$ cat config.mk
export PLATFORM = sky130hd
export DESIGN_NAME = seq_alu_pipe
export DESIGN_NICKNAME = d
export VERILOG_FILES = /design/src/rtl/seq_alu_pipe.sv
export SDC_FILE = /design/constraint.sdc
export NUM_CORES = 1
export LEC_CHECK = 0
export CAP_MARGIN = 30
export CORE_UTILIZATION = 45
export CTS_CLUSTER_DIAMETER = 40
export DETAILED_ROUTE_END_ITERATION = 16
export GPL_ROUTABILITY_DRIVEN = 0
export GPL_TIMING_DRIVEN = 0
export PLACE_DENSITY_LB_ADDON = 0.08
export SLEW_MARGIN = 0
export SYNTH_ARGS = -nofsm -noshare
export SYNTH_HDL_FRONTEND = slang
export SYNTH_SLANG_ARGS = --single-unit
$ cat constraint.sdc
create_clock -name clk -period 2.5 [get_ports clk]
set_input_delay 0.5 -clock clk [delete_from_list [all_inputs] [get_ports clk]]
set_output_delay 0.5 -clock clk [all_outputs]
set_load 0.05 [all_outputs]
$ cat src/rtl/seq_alu_pipe.sv
// seq_alu_pipe: two-stage signed ALU with valid/ready on both sides.
// S1 registers the command, S2 computes and registers the result and flags.
// A WIDTH+1-bit accumulator (saturating or wrapping) is read and updated
// by ACC/CLR as they move from S1 to S2, so back-to-back accumulator
// commands need no bubble.
module seq_alu_pipe #(
    parameter int WIDTH  = 4,
    parameter bit SAT_EN = 1'b1
) (
    input  logic             clk,
    input  logic             rst,
    input  logic             in_valid,
    output logic             in_ready,
    input  logic [2:0]       opcode,
    input  logic [WIDTH-1:0] A,
    input  logic [WIDTH-1:0] B,
    output logic             out_valid,
    input  logic             out_ready,
    output logic [WIDTH:0]   C,
    output logic             flag_z,
    output logic             flag_n,
    output logic             flag_v
);

    typedef enum logic [2:0] {
        OP_ADD = 3'b000,
        OP_SUB = 3'b001,
        OP_AND = 3'b010,
        OP_OR  = 3'b011,
        OP_XOR = 3'b100,
        OP_MAX = 3'b101,
        OP_ACC = 3'b110,
        OP_CLR = 3'b111
    } op_t;

    logic             s1_valid;
    op_t              s1_op;
    logic [WIDTH-1:0] s1_a;
    logic [WIDTH-1:0] s1_b;
    logic [WIDTH:0]   acc;

    logic s2_adv;
    logic s1_adv;

    // S2 may load when empty or when its result leaves; S1 may load when
    // empty or when it can hand off to S2. No skid buffer, so in_ready is
    // combinational from out_ready.
    assign s2_adv   = !out_valid || out_ready;
    assign s1_adv   = !s1_valid || s2_adv;
    assign in_ready = s1_adv;

    logic signed [WIDTH:0]   ax;
    logic signed [WIDTH:0]   bx;
    logic signed [WIDTH:0]   res;
    logic signed [WIDTH+1:0] sum;
    logic                    ovf;
    logic                    v_nxt;
    logic [WIDTH:0]          acc_nxt;

    // S2 datapath: sign-extend operands, compute result, accumulator update
    always_comb begin
        ax      = {s1_a[WIDTH-1], s1_a};
        bx      = {s1_b[WIDTH-1], s1_b};
        // One extra bit of headroom; top two bits differing means the sum
        // left the WIDTH+1-bit signed range.
        sum     = {acc[WIDTH], acc} + {{2{s1_a[WIDTH-1]}}, s1_a};
        ovf     = sum[WIDTH+1] != sum[WIDTH];
        res     = '0;
        v_nxt   = 1'b0;
        acc_nxt = acc;
        case (s1_op)
            OP_ADD: res = ax + bx;
            OP_SUB: res = ax - bx;
            OP_AND: res = ax & bx;
            OP_OR:  res = ax | bx;
            OP_XOR: res = ax ^ bx;
            OP_MAX: res = (ax > bx) ? ax : bx;
            OP_ACC: begin
                if (ovf && SAT_EN)
                    res = sum[WIDTH+1] ? {1'b1, {WIDTH{1'b0}}} : {1'b0, {WIDTH{1'b1}}};
                else
                    res = sum[WIDTH:0];
                v_nxt   = ovf;
                acc_nxt = res;
            end
            OP_CLR: begin
                res     = acc;
                acc_nxt = '0;
            end
            default: res = '0;
        endcase
    end

    // S1: capture the command whenever the stage is free to advance
    always_ff @(posedge clk or negedge rst) begin
        if (!rst) begin
            s1_valid <= 1'b0;
            s1_op    <= OP_ADD;
            s1_a     <= '0;
            s1_b     <= '0;
        end else if (s1_adv) begin
            s1_valid <= in_valid;
            if (in_valid) begin
                s1_op <= op_t'(opcode);
                s1_a  <= A;
                s1_b  <= B;
            end
        end
    end

    // S2: register result, flags and accumulator; hold while stalled
    always_ff @(posedge clk or negedge rst) begin
        if (!rst) begin
            out_valid <= 1'b0;
            C         <= '0;
            flag_z    <= 1'b0;
            flag_n    <= 1'b0;
            flag_v    <= 1'b0;
            acc       <= '0;
        end else if (s2_adv) begin
            out_valid <= s1_valid;
            if (s1_valid) begin
                C      <= res;
                flag_z <= (res == '0);
                flag_n <= res[WIDTH];
                flag_v <= v_nxt;
                acc    <= acc_nxt;
            end
        end
    end

endmodule

==> results of run 1 <==
==> Yosys cell counts (4+ instances only) <==
library cell	count	area share, %
nand2_1	26	4.7
dfrtp_1	25	30
ha_1	17	10
inv_1	15	2.7
nor2_1	15	2.7
mux2_2	12	6.5
o21ai_0	10	2.4
a21oi_1	8	1.9
nand2b_1	8	2.4
buf_2	7	1.7
a211oi_1	6	2.2
nor3_1	5	1.2
and3_1	4	1.2
clkbuf_1	4	0.72
mux2i_1	4	1.9
xnor2_1	4	1.7
==> worst min-delay path, stage by stage, from the launching register on <==
cell     delay [ps]
dfrtp_1         360
nand2_1          50
o21ai_0          70
==> flip-flops by register name, indices dropped and copies added (netlist names) <==
signal     count
s1_op          3
s1_b           4
s1_a           4
flag_z         1
acc            5
out_valid      1
flag_v         1
s1_valid       1
C              5
==> through the flow <==
step / setup slack (ps) / TNS [ps] / hold slack, ps / std cells
5_1_grt: -199 / -346 / 534 / 316
2_1_floorplan: 7.94 / 0 / 204 / 228
4_1_cts: -150 / -167 / 507 / 313
6_report: -94.5 / -118 / 505 / 316
3_3_place_gp: -310 / -467 / 472 / 304
3_5_place_dp: -322 / -479 / 474 / 305
==> placed cells by master, fill, tap and decap left out, types with 3 or more instances in the layout <==
master,instances
a211oi_1,5
dfrtp_1,22
a21o_1,3
inv_1,13
nand2b_1,8
mux2_2,12
nor2_1,15
o21ai_0,9
buf_4,9
nand2_1,26
mux2i_1,4
clkdlybuf4s50_1,24
dfrtp_2,3
a21oi_1,6
buf_2,7
clkbuf_8,3
and3_1,4
nor3_1,4
ha_1,14
clkbuf_1,3
xnor2_1,4
==> routing by layer <==
| layer | GRT usage (%) | share of wire (%) | up-vias | wire [µm] |
|---|---|---|---|---|
| li1 | - | - | 892 | - |
| met1 | 33.3 | 49 | 884 | 2580 |
| met2 | 36.1 | 47 | 31 | 2450 |
| met3 | 2.60 | 3.2 | 5 | 169 |
| met4 | 4.67 | 0.65 | 0 | 34 |
| met5 | 0 | 0 | - | 0 |
==> power by group through the flow <==
| stage | sequential (mW) | clock, mW | combinational (mW) |
|---|---|---|---|
| floorplan | 0.737 | 0 | 0.867 |
| global placement | 0.615 | 0 | 1.33 |
| detailed placement | 0.616 | 0 | 1.34 |
| CTS | 0.600 | 0.266 | 1.48 |
| global route | 0.611 | 0.277 | 1.67 |
| finish | 0.597 | 0.260 | 1.54 |
==> final timing paths <==
path,startpoint,endpoint,slack [ps],cells past startpoint
max reg2reg,acc[0]$_DFFE_PN0P_,flag_z$_DFFE_PN0P_,-90,8
min reg2reg,C[2]$_DFFE_PN0P_,C[2]$_DFFE_PN0P_,510,2
max in group asynchronous,rst,acc[1]$_DFFE_PN0P_,1370,2
max,acc[0]$_DFFE_PN0P_,flag_z$_DFFE_PN0P_,-90,8
min in group asynchronous,rst,s1_a[3]$_DFFE_PN0P_,620,1
min,C[2]$_DFFE_PN0P_,C[2]$_DFFE_PN0P_,510,2
==> what timing repair did <==
item / in CTS / in global routing
resized for setup: 13 / 8
endpoints found under the setup margin: 5 / 6
pin swaps: 6 / 4
buffers inserted: 5 / 3
==> layout make-up <==
class                           count  share of cell area [%]
Buffer                             11                    2.04
Clock buffer                        3                    1.57
Clock inverter                      1                   0.285
Inverter                           15                    2.14
Multi-Input combinational cell    176                    55.2
Sequential cell                    25                    23.9
Tap cell                           52                    2.47
Timing Repair Buffer               33                    12.4
==> kinds of logic after synthesis <==
| kind of cell | share of synthesized area [%] |
|---|---|
| multiplexers | 8.39 |
| adder cells (fa/ha/maj) | 13.1 |
| buffers and inverters | 5.45 |
| flip-flops | 30.0 |
| XOR/XNOR | 2.10 |
| AND/OR/NAND/NOR | 18.4 |
| AO/OA/AOI/OAI | 22.6 |
==> run summary, run 1 <==
DRC - 0
Layout Nets - 300
Area growth from synthesis to layout - 26.1%
Iter 0 DRT Violations - 170
Total track usage - 22.7%
Filler cell count - 425
Hold Path Class - register to register
Pwr per Cell Area - 910 nW/µm²
Global route overflow - 0
Number of global-route vias before repair - 1828
Synth warn - 0
Core outline area - 4410 µm²
DRT Pass-1 Iters - 4
Post-DRT Antenna Nets - 0
Final setup skew - 5.57 ps
Initial Utilization - 47.3%
Static leakage - 1.11 nW
Worst-Skew Late Latency - 280 ps
Async SR Flop Fraction - 100%
Port bufs - 24
Worst Max-Slew Pin Slew - 675 ps
DR vias/cell - 5.73
Buf/Inv on CP - 0
RSZ-0062 raised after global routing - true
Worst ir drop on vdd - 0.602 mV
Root Driver - clkbuf_8
Count of final hold-check violations - 0
CP max FO - 4
Total number of vias - 1812
Tcrit/Tclk final - 104%
Maximum root-to-sink buffer count - 2
Switching Share - 47.3%
Worst setup SP type - register
Fmax - 385 MHz
Sequential Area - 629 µm²
Finished layout cell area - 2630 µm²
Tmin final - 2590 ps
First-pass GRT wire length - 9000 µm
Die height - 70.1 µm
Logic gate share of total power - 64.2%
Die width - 70.1 µm
Wire length per cell - 16.6 µm
Total Power - 2.40 mW
Placed wire-length estimate - 3930 µm
Crit path max-delay cell type - dfrtp_1
Slowest stage delay, CP - 400 ps
WP data required - 2720 ps
CP most frequent cell - a2111oi_4
CTS Buf Count - 3
Worst Setup End Kind - register
Sequential share of the synthesized area - 30.0%
Fraction of layout cells with a size suffix above 1 - 23.9%
Antenna violations before repair - 0
Status - finished with violations
DRT Wirelength - 5240 µm
Syn Nets - 263
Net Sw Power - 1.13 mW
Maximum level of the CTS H-tree - 1
CTS Sinks - 25
Footprint of the multi-input gates - 1450 µm²
Clock Power Share - 10.9%
Placed cell area - 2430 µm²
Violated checks - setup timing
Slew HR - 54.8%
Setup violators final - 2
Flops & latches, synth - 25
Final Util - 59.7%
Syn avg cell area - 9.16 µm²
Pins over their slew limit - 0
Synth Cell Area - 2090 µm²
Synth Instances - 228
Synth Flop Type - dfrtp_1
Unique cell type count in the Yosys netlist - 57
Post-cts hold buffer count - 0
WS Path Type - register to register
Die area - 4920 µm²
# rows - 24
Setup ws final - -94.5 ps
Largest net degree at the start of global routing - 16
CTS tree - built
IO Pins - 25
Internal power component - 1.26 mW
Post-synth EDFFs - 0
Critical-path cell list - ha_2 -> fa_2 -> a21o_4 -> a2111oi_4 -> a211oi_4 -> a211o_1 -> a2111oi_4 -> a32o_2
Antenna Cells - 0
# Max-Cap Violations - 0
Critical path arrival - 2820 ps
Crit path max-delay family - compound AO/OA/AOI/OAI gates
Flop pwr share - 24.9%
CTS clock-pin slew for the worst setup and hold paths - 90 ps
No activity file was read; power rests on OpenSTA's default activity.
==> run 2, diff against run 1 <==
MAX_ROUTING_LAYER = met4   (was not set)
RECOVER_POWER = 25   (was not set)
==> run 2 against run 1 <==
- the run still ends with setup timing left
- core utilization down 0.54 points
- total power down 0.19%
- non-clock buffer count unchanged
- register-to-register slack about the same
- critical endpoint unchanged
- highest routed layer unchanged
==> run summary, run 2 (synthesis gave the netlist of run 1 again) <==
Status - finished with violations (unchanged)
Violated checks - setup timing (unchanged)
Placed wire-length estimate - 3930 µm (unchanged)
Core outline area - 4410 µm² (unchanged)
RSZ-0062 raised after global routing - true (unchanged)
DR vias/cell - 5.73 (about the same)
Worst hold start - C[2]$_DFFE_PN0P_ (unchanged)
Worst setup SP type - register (unchanged)
Tcrit/Tclk final - 104% (about the same)
CTS clock-pin slew for the worst setup and hold paths - 100 ps (was 90 ps)
Global route overflow - 0 (unchanged)
Fraction of layout cells with a size suffix above 1 - 23.5% (was 23.9%)
Maximum level of the CTS H-tree - 1 (unchanged)
Worst hold slack - 506 ps (was 505 ps)
Hold Path Class - register to register (unchanged)
Count of final hold-check violations - 0 (unchanged)
IO Pins - 25 (unchanged)
WP data required - 2720 ps (about the same)
Setup violators final - 2 (unchanged)
Number of global-route vias before repair - 1826 (was 1828)
Largest net degree at the start of global routing - 16 (unchanged)
Maximum root-to-sink buffer count - 2 (unchanged)
Pwr per Cell Area - 916 nW/µm² (was 910 nW/µm²)
WS Path Type - register to register (unchanged)
CTS Sinks - 25 (unchanged)
Total number of vias - 1811 (was 1812)
Post-cts hold buffer count - 0 (unchanged)
CP max FO - 4 (unchanged)
Total track usage - 23.4% (was 22.7%)
Critical path arrival - 2820 ps (about the same)
Worst reg2reg path startpoint - acc[0]$_DFFE_PN0P_ (unchanged)
Placed cell area - 2430 µm² (unchanged)
Commonest non-fill, non-tap cell in the layout - nand2_1 (unchanged)
Final setup skew - 4.21 ps (was 5.57 ps)
Worst ir drop on vdd - 0.602 mV (about the same)
Worst Setup End Kind - register (unchanged)
Antenna Cells - 0 (unchanged)
First-pass GRT wire length - 9020 µm (was 9000 µm)
Fmax - 385 MHz (about the same)
Initial Utilization - 47.3% (unchanged)
Filler cell count - 429 (was 425)
Tmin final - 2590 ps (about the same)
Setup TNS - -116 ps (was -118 ps)
Port bufs - 24 (unchanged)
Most frequent cells in the layout - nand2_1, dfrtp_1, clkdlybuf4s50_1 (was nand2_1, clkdlybuf4s50_1, dfrtp_1)
CTS Buf Count - 3 (unchanged)
Iter 0 DRT Violations - 167 (was 170)
Total Power - 2.39 mW (was 2.40 mW)
Worst-Skew Late Latency - 280 ps (about the same)
Worst Setup SP - acc[0]$_DFFE_PN0P_ (unchanged)
Die area - 4920 µm² (unchanged)
Pins over their slew limit - 0 (unchanged)
Biggest regs - C (5), acc (5) (unchanged)
Slew HR - 48.0% (was 54.8%)
Die width - 70.1 µm (unchanged)
Inst Count DP - 305 (unchanged)
Die height - 70.1 µm (unchanged)
Wire length per cell - 16.6 µm (about the same)
# rows - 24 (unchanged)
Layout Nets - 300 (unchanged)
Root Driver - clkbuf_8 (unchanged)
Finished layout cell area - 2610 µm² (was 2630 µm²)
DRC - 0 (unchanged)
Area growth from synthesis to layout - 25.0% (was 26.1%)
CTS tree - built (unchanged)
Post-DRT Antenna Nets - 0 (unchanged)
Setup ws final - -94.9 ps (was -94.5 ps)
Worst Max-Slew Pin Slew - 780 ps (was 675 ps)
Static leakage - 1.10 nW (was 1.11 nW)
Antenna violations before repair - 0 (unchanged)
DRT Pass-1 Iters - 4 (unchanged)
DRT Wirelength - 5240 µm (about the same)
# Max-Cap Violations - 0 (unchanged)
Post-Layout Cell Count - 316 (unchanged)
==> run 2: cell types whose count changed in the layout (fill, tap and decap cells not counted), sizes merged <==
cell | previous run | this run
clkdlybuf4s50 | 24 | 22
dlygate4sd3 | 0 | 2
buf | 17 | 16
clkbuf | 6 | 7
==> run 2: timing repair <==
item                                   CTS  global route
pin swaps                                6             4
buffers inserted                         5             3
endpoints found under the hold margin    0             0
setup endpoints to repair                5             6
resized for setup                       13             8
gates cloned                             0             0
==> run 2: area by class of cell <==
class / count / area [µm²] / share of cell area [%]
Inverter: 15 / 56.3 / 2.16
Clock buffer: 3 / 41.3 / 1.58
Sequential cell: 25 / 629 / 24.1
Tap cell: 52 / 65.1 / 2.49
Multi-Input combinational cell: 176 / 1450 / 55.7
Clock inverter: 1 / 7.51 / 0.288
Timing Repair Buffer: 33 / 304 / 11.6
Buffer: 11 / 53.8 / 2.06
==> run 2: final timing paths <==
check | to | slack, ps | depth (start not counted)
min in group asynchronous | s1_a[3]$_DFFE_PN0P_ | 640 | 1
max in group asynchronous | C[1]$_DFFE_PN0P_ | 780 | 2
setup / recovery | flag_z$_DFFE_PN0P_ | -90 | 8
hold / removal | C[2]$_DFFE_PN0P_ | 510 | 2
setup reg to reg | flag_z$_DFFE_PN0P_ | -90 | 8
hold reg to reg | C[2]$_DFFE_PN0P_ | 510 | 2
==> run 2: metrics by stage <==
step                worst slack (ps)  util, %
finish                         -94.9     59.1
global route                    -199     59.1
floorplan                       7.94        -
detailed placement              -322     55.0
global placement                -310     54.4
CTS                             -150     58.7
==> run 2: critical path: stages (launching register included) <==
cell,delay (ps)
dfrtp_1,400
ha_2,210
fa_2,380
a21o_4,250
a2111oi_4,360
a211oi_4,80
a211o_1,360
a2111oi_4,300
a32o_2,200
==> run 2: layer usage <==
metal,vias up,GRT usage (%),wire length (µm)
li1,892,-,-
met1,880,33.3,2570
met2,34,36.1,2450
met3,5,2.74,188
met4,0,4.67,35
met5,-,-,0
==> run 2: power by group <==
group	switching [mW]	internal, mW
combinational	0.895	0.639
sequential	0.0907	0.506
clock	0.148	0.113
total	1.13	1.26
==> run 3, diff against run 2 <==
CORE_MARGIN = 2   (was not set)
==> run 3 against run 2 <==
- the run still ends with setup timing left
- die area is 5.8% higher
- via count is 2.3% higher
- flip-flop and latch count stayed put
- clock-buffer cell count stayed put
- core utilization is 2.1 points higher
- register-to-register slack hardly changed
- critical endpoint unchanged
==> run summary, run 3 (synthesis gave the netlist of run 1 again) <==
Status - finished with violations (unchanged)
Violated checks - setup timing (unchanged)
Tmin final - 2580 ps (was 2590 ps)
Final setup skew - 7.86 ps (was 4.21 ps)
Number of global-route vias before repair - 1851 (was 1826)
# Max-Cap Violations - 0 (unchanged)
First-pass GRT wire length - 9050 µm (was 9020 µm)
Pwr per Cell Area - 940 nW/µm² (was 916 nW/µm²)
Maximum root-to-sink buffer count - 2 (unchanged)
Flop pwr share - 23.9% (was 24.9%)
Largest net degree at the start of global routing - 17 (was 16)
Commonest non-fill, non-tap cell in the layout - nand2_1 (unchanged)
CTS clock-pin slew for the worst setup and hold paths - 100 ps (about the same)
Area growth from synthesis to layout - 29.4% (was 25.0%)
CTS Buf Count - 3 (unchanged)
Total number of vias - 1853 (was 1811)
Wire length per cell - 16.6 µm (about the same)
Total track usage - 22.7% (was 23.4%)
Core outline area - 4410 µm² (unchanged)
Net Sw Power - 1.18 mW (was 1.13 mW)
Worst setup SP type - register (unchanged)
Placed wire-length estimate - 3910 µm (was 3930 µm)
RSZ-0062 raised after global routing - true (unchanged)
DR vias/cell - 5.74 (was 5.73)
DRC - 0 (unchanged)
Slew HR - 44.3% (was 48.0%)
Clock Power Share - 10.4% (was 10.9%)
CTS tree - built (unchanged)
WS Path Type - register to register (unchanged)
Worst Max-Slew Pin Slew - 836 ps (was 780 ps)
Sequential Area - 629 µm² (unchanged)
Antenna violations before repair - 0 (unchanged)
DRT Wirelength - 5350 µm (was 5240 µm)
Filler cell count - 388 (was 429)
Fraction of layout cells with a size suffix above 1 - 26.9% (was 23.5%)
Worst hold start - C[0]$_DFFE_PN0P_ (was C[2]$_DFFE_PN0P_)
Root Driver - clkbuf_8 (unchanged)
Footprint of the multi-input gates - 1480 µm² (was 1450 µm²)
Maximum level of the CTS H-tree - 1 (unchanged)
Worst reg2reg path startpoint - s1_b[1]$_DFFE_PN0P_ (was acc[0]$_DFFE_PN0P_)
Port bufs - 24 (unchanged)
Pins over their slew limit - 0 (unchanged)
Hold Path Class - register to register (unchanged)
Worst ir drop on vdd - 0.787 mV (was 0.602 mV)
Hold Crit Depth - 2 (unchanged)
Internal power component - 1.36 mW (was 1.26 mW)
# rows - 24 (unchanged)
WP data required - 2730 ps (was 2720 ps)
Count of final hold-check violations - 0 (unchanged)
Reg2Reg Setup Slack - -80 ps (was -90 ps)
Static leakage - 1.15 nW (was 1.10 nW)
Biggest regs - C (5), acc (5) (unchanged)
CP max FO - 4 (unchanged)
Most frequent cells in the layout - nand2_1, dfrtp_1, clkdlybuf4s50_1 (unchanged)
Tcrit/Tclk final - 103% (was 104%)
Worst Setup End Kind - register (unchanged)
Global route overflow - 0 (unchanged)
Die width - 72.1 µm (was 70.1 µm)
Die area - 5200 µm² (was 4920 µm²)
Final Util - 61.2% (was 59.1%)
Critical path arrival - 2810 ps (was 2820 ps)
Switching Share - 46.6% (was 47.4%)
Antenna Cells - 0 (unchanged)
Fmax - 387 MHz (was 385 MHz)
R2R depth - 9 (was 8)
Post-DRT Antenna Nets - 0 (unchanged)
Post-Layout Cell Count - 323 (was 316)
Worst R2R End - flag_z$_DFFE_PN0P_ (unchanged)
IO Pins - 25 (unchanged)
Inst Count DP - 305 (unchanged)
Die height - 72.1 µm (was 70.1 µm)
Setup ws final - -80.9 ps (was -94.9 ps)
DRT Pass-1 Iters - 4 (unchanged)
Initial Utilization - 47.3% (unchanged)
CTS Sinks - 25 (unchanged)
Layout Nets - 307 (was 300)
Setup violators final - 1 (was 2)
Worst-Skew Late Latency - 280 ps (about the same)
Iter 0 DRT Violations - 185 (was 167)
Logic gate share of total power - 65.7% (was 64.1%)
Worst Hold Path EP - C[0]$_DFFE_PN0P_ (was C[2]$_DFFE_PN0P_)
-- run 3: worst max-delay path by stage --
stage,from,endpoint,slack [ps]
finish,s1_b[1]$_DFFE_PN0P_,flag_z$_DFFE_PN0P_,-80
global route,s1_a[0]$_DFFE_PN0P_,flag_z$_DFFE_PN0P_,-180
CTS,s1_a[0]$_DFFE_PN0P_,flag_z$_DFFE_PN0P_,-150
detailed placement,s1_a[0]$_DFFE_PN0P_,flag_z$_DFFE_PN0P_,-320
global placement,s1_a[0]$_DFFE_PN0P_,flag_z$_DFFE_PN0P_,-320
floorplan,acc[0]$_DFFE_PN0P_,flag_z$_DFFE_PN0P_,8
-- run 3: final cells by class --
| type | count | share of cell area (%) |
|---|---|---|
| Clock inverter | 1 | 0.324 |
| Multi-Input combinational cell | 176 | 54.9 |
| Inverter | 15 | 2.08 |
| Sequential cell | 25 | 23.3 |
| Buffer | 11 | 2.22 |
| Tap cell | 52 | 2.41 |
| Timing Repair Buffer | 40 | 13.2 |
| Clock buffer | 3 | 1.53 |
-- run 3: timing repair --
action | 4_1_cts | 5_1_grt
setup endpoints to repair | 5 | 5
pin swaps | 10 | 8
gates resized for setup | 11 | 18
cloned | 0 | 0
hold buffers | 0 | 0
setup buffers | 7 | 8
-- run 3: worst max-delay path, stage by stage (launching register included) --
cell and delay, ps:
dfrtp_1 450, inv_2 150, ha_4 230, o21ba_2 230
a211oi_4 280, mux2i_1 280, nor4_2 70, a211o_1 320
a2111oi_4 300, a32o_2 200
-- run 3: metal layers --
layer	vias up	track usage, %	part of all wire [%]	wire length, µm
met5	-	-	0	0
met4	0	4.40	0.64	34
li1	907	-	-	-
met2	49	36.0	46	2480
met1	893	30.7	48	2590
met3	4	3.89	4.7	251
-- run 3: power by group through the flow --
stage | clock network [mW] | registers [mW] | logic (mW)
3_3_place_gp | 0 | 0.616 | 1.33
4_1_cts | 0.275 | 0.604 | 1.45
5_1_grt | 0.290 | 0.620 | 1.81
6_report | 0.263 | 0.607 | 1.67
3_5_place_dp | 0 | 0.618 | 1.33
2_1_floorplan | 0 | 0.737 | 0.867
-- run 3: per-stage QoR --
step	area [µm²]	power, mW	hold slack, ps	setup TNS (ps)	setup slack, ps
4_1_cts	2580	2.33	503	-149	-149
3_3_place_gp	2400	1.94	470	-514	-316
5_1_grt	2700	2.72	535	-421	-182
2_1_floorplan	2090	1.60	204	0	7.94
3_5_place_dp	2430	1.95	468	-552	-316
6_report	2700	2.54	509	-80.9	-80.9
==> RTL edit (config.mk and constraints of run 2) <==
Make the reset (`rst`) synchronous in 2 clocked blocks.
--- a/src/rtl/seq_alu_pipe.sv
+++ b/src/rtl/seq_alu_pipe.sv
@@ -93,5 +93,5 @@
 
     // S1: capture the command whenever the stage is free to advance
-    always_ff @(posedge clk or negedge rst) begin
+    always_ff @(posedge clk) begin
         if (!rst) begin
             s1_valid <= 1'b0;
@@ -110,5 +110,5 @@
 
     // S2: register result, flags and accumulator; hold while stalled
-    always_ff @(posedge clk or negedge rst) begin
+    always_ff @(posedge clk) begin
         if (!rst) begin
             out_valid <= 1'b0;
Check against the original RTL: differs if rst is asserted again (counterexample within 4 cycles, from zero or initial values and one cycle with rst low); with rst held inactive, the same outputs for 4 cycles.
==> RTL edit against run 2 <==
  * Die area decreased by 4.6%
  * Wire length rose by 7.7%
  * Worst setup slack got worse by 0.066 ns
  * Final cell count up 9.8%
  * Sequential cell count did not move
  * Synthesized area shrank 4.7%
  * The flow still finishes with violations (negative setup slack)
  * Design area rose by 0.91%
  * Largest cell class unchanged
Power is not compared: it rests on default switching activity, and its combinational part moved more than twofold at a synthesized area within 25%.
==> RTL edit: results (changes against run 2) <==
- Via density: 5.850 (+2.1%)
- Launch point of the worst path: s1_op[0]$_SDFFE_PN0P_
- Status: finished, violations left
- Final Non-Filler Cells: 347 (+9.8%)
- Post-CTS Resized: 33 (+20)
- Share of layout cells above drive strength 1: 21.89% (-1.6 points)
- Top post-synthesis cells by area: dfxtp_1 25%, ha_1 11%, a21oi_1 6.3%
- Clock latency on the worst-skew pair: 0.26 ns (-0.02 ns)
- Final min period: 2.661 ns (+0.06648 ns)
- Setup TNS: -0.1661 ns (-0.05051 ns)
- Placed Area: 0.002292 mm2 (-5.6%)
- Vias in the first global route: 1827 (+0.055%)
- Fin Hold WS: 0.4788 ns (-0.02676 ns)
- Synth Area in Compound Gates: 26.10% (+3.5 points)
- Hold path start: s1_b[2]$_SDFFE_PN0P_
- Setup Buffers After CTS: 7 (+2)
- PnR worst setup slack: -0.1614 ns (-0.06648 ns)
- Mux cell area share after synthesis: 1.509% (-6.9 points)
- Drt first pass iters: 5 (+1)
- Final setup vio count: 2 (unchanged)
- Post-DP HPWL: 4056 um (+3.3%)
- Pre-CTS setup slack: -0.4784 ns (-0.1567 ns)
- Async set-reset flop share out of synthesis: 0% (-100 points)
- Seq/Total Area, Yosys: 25.16% (-4.8 points)
- Timing endpoint of the critical path: flag_z$_SDFFE_PN0P_
- CP max FO: 9 (+5)
- Failing checks: negative setup slack
- First-pass GRT wire length: 8638 um (-4.2%)
[RTL edit: cell count changes in the layout (fill, tap and decap cells not counted), moves of 7 or more]
cell | run 2 | this run
dfxtp_1 | 0 | 16
nand3_1 | 1 | 15
a21oi_1 | 6 | 24
nor2_1 | 15 | 24
buf_2 | 7 | 0
mux2_2 | 12 | 0
clkbuf_1 | 4 | 12
dfrtp_1 | 22 | 0
[RTL edit: metal layers]
metal	vias up	global-route usage (%)	wire (um)	part of all wire [%]
met1	946	35.97	2702	48
met5	-	-	0	0
li1	995	-	-	-
met3	8	2.796	338	6.0
met4	0	5.469	49	0.87
met2	81	38.48	2557	45
[RTL edit: final cells by class]
class	count	area, um2
Fill cell	371	1481
Timing Repair Buffer	35	327.8
Sequential cell	25	524.3
Multi-Input combinational cell	198	1539
Inverter	22	82.58
Tap cell	50	62.56
Buffer	13	52.55
Clock buffer	4	45.04
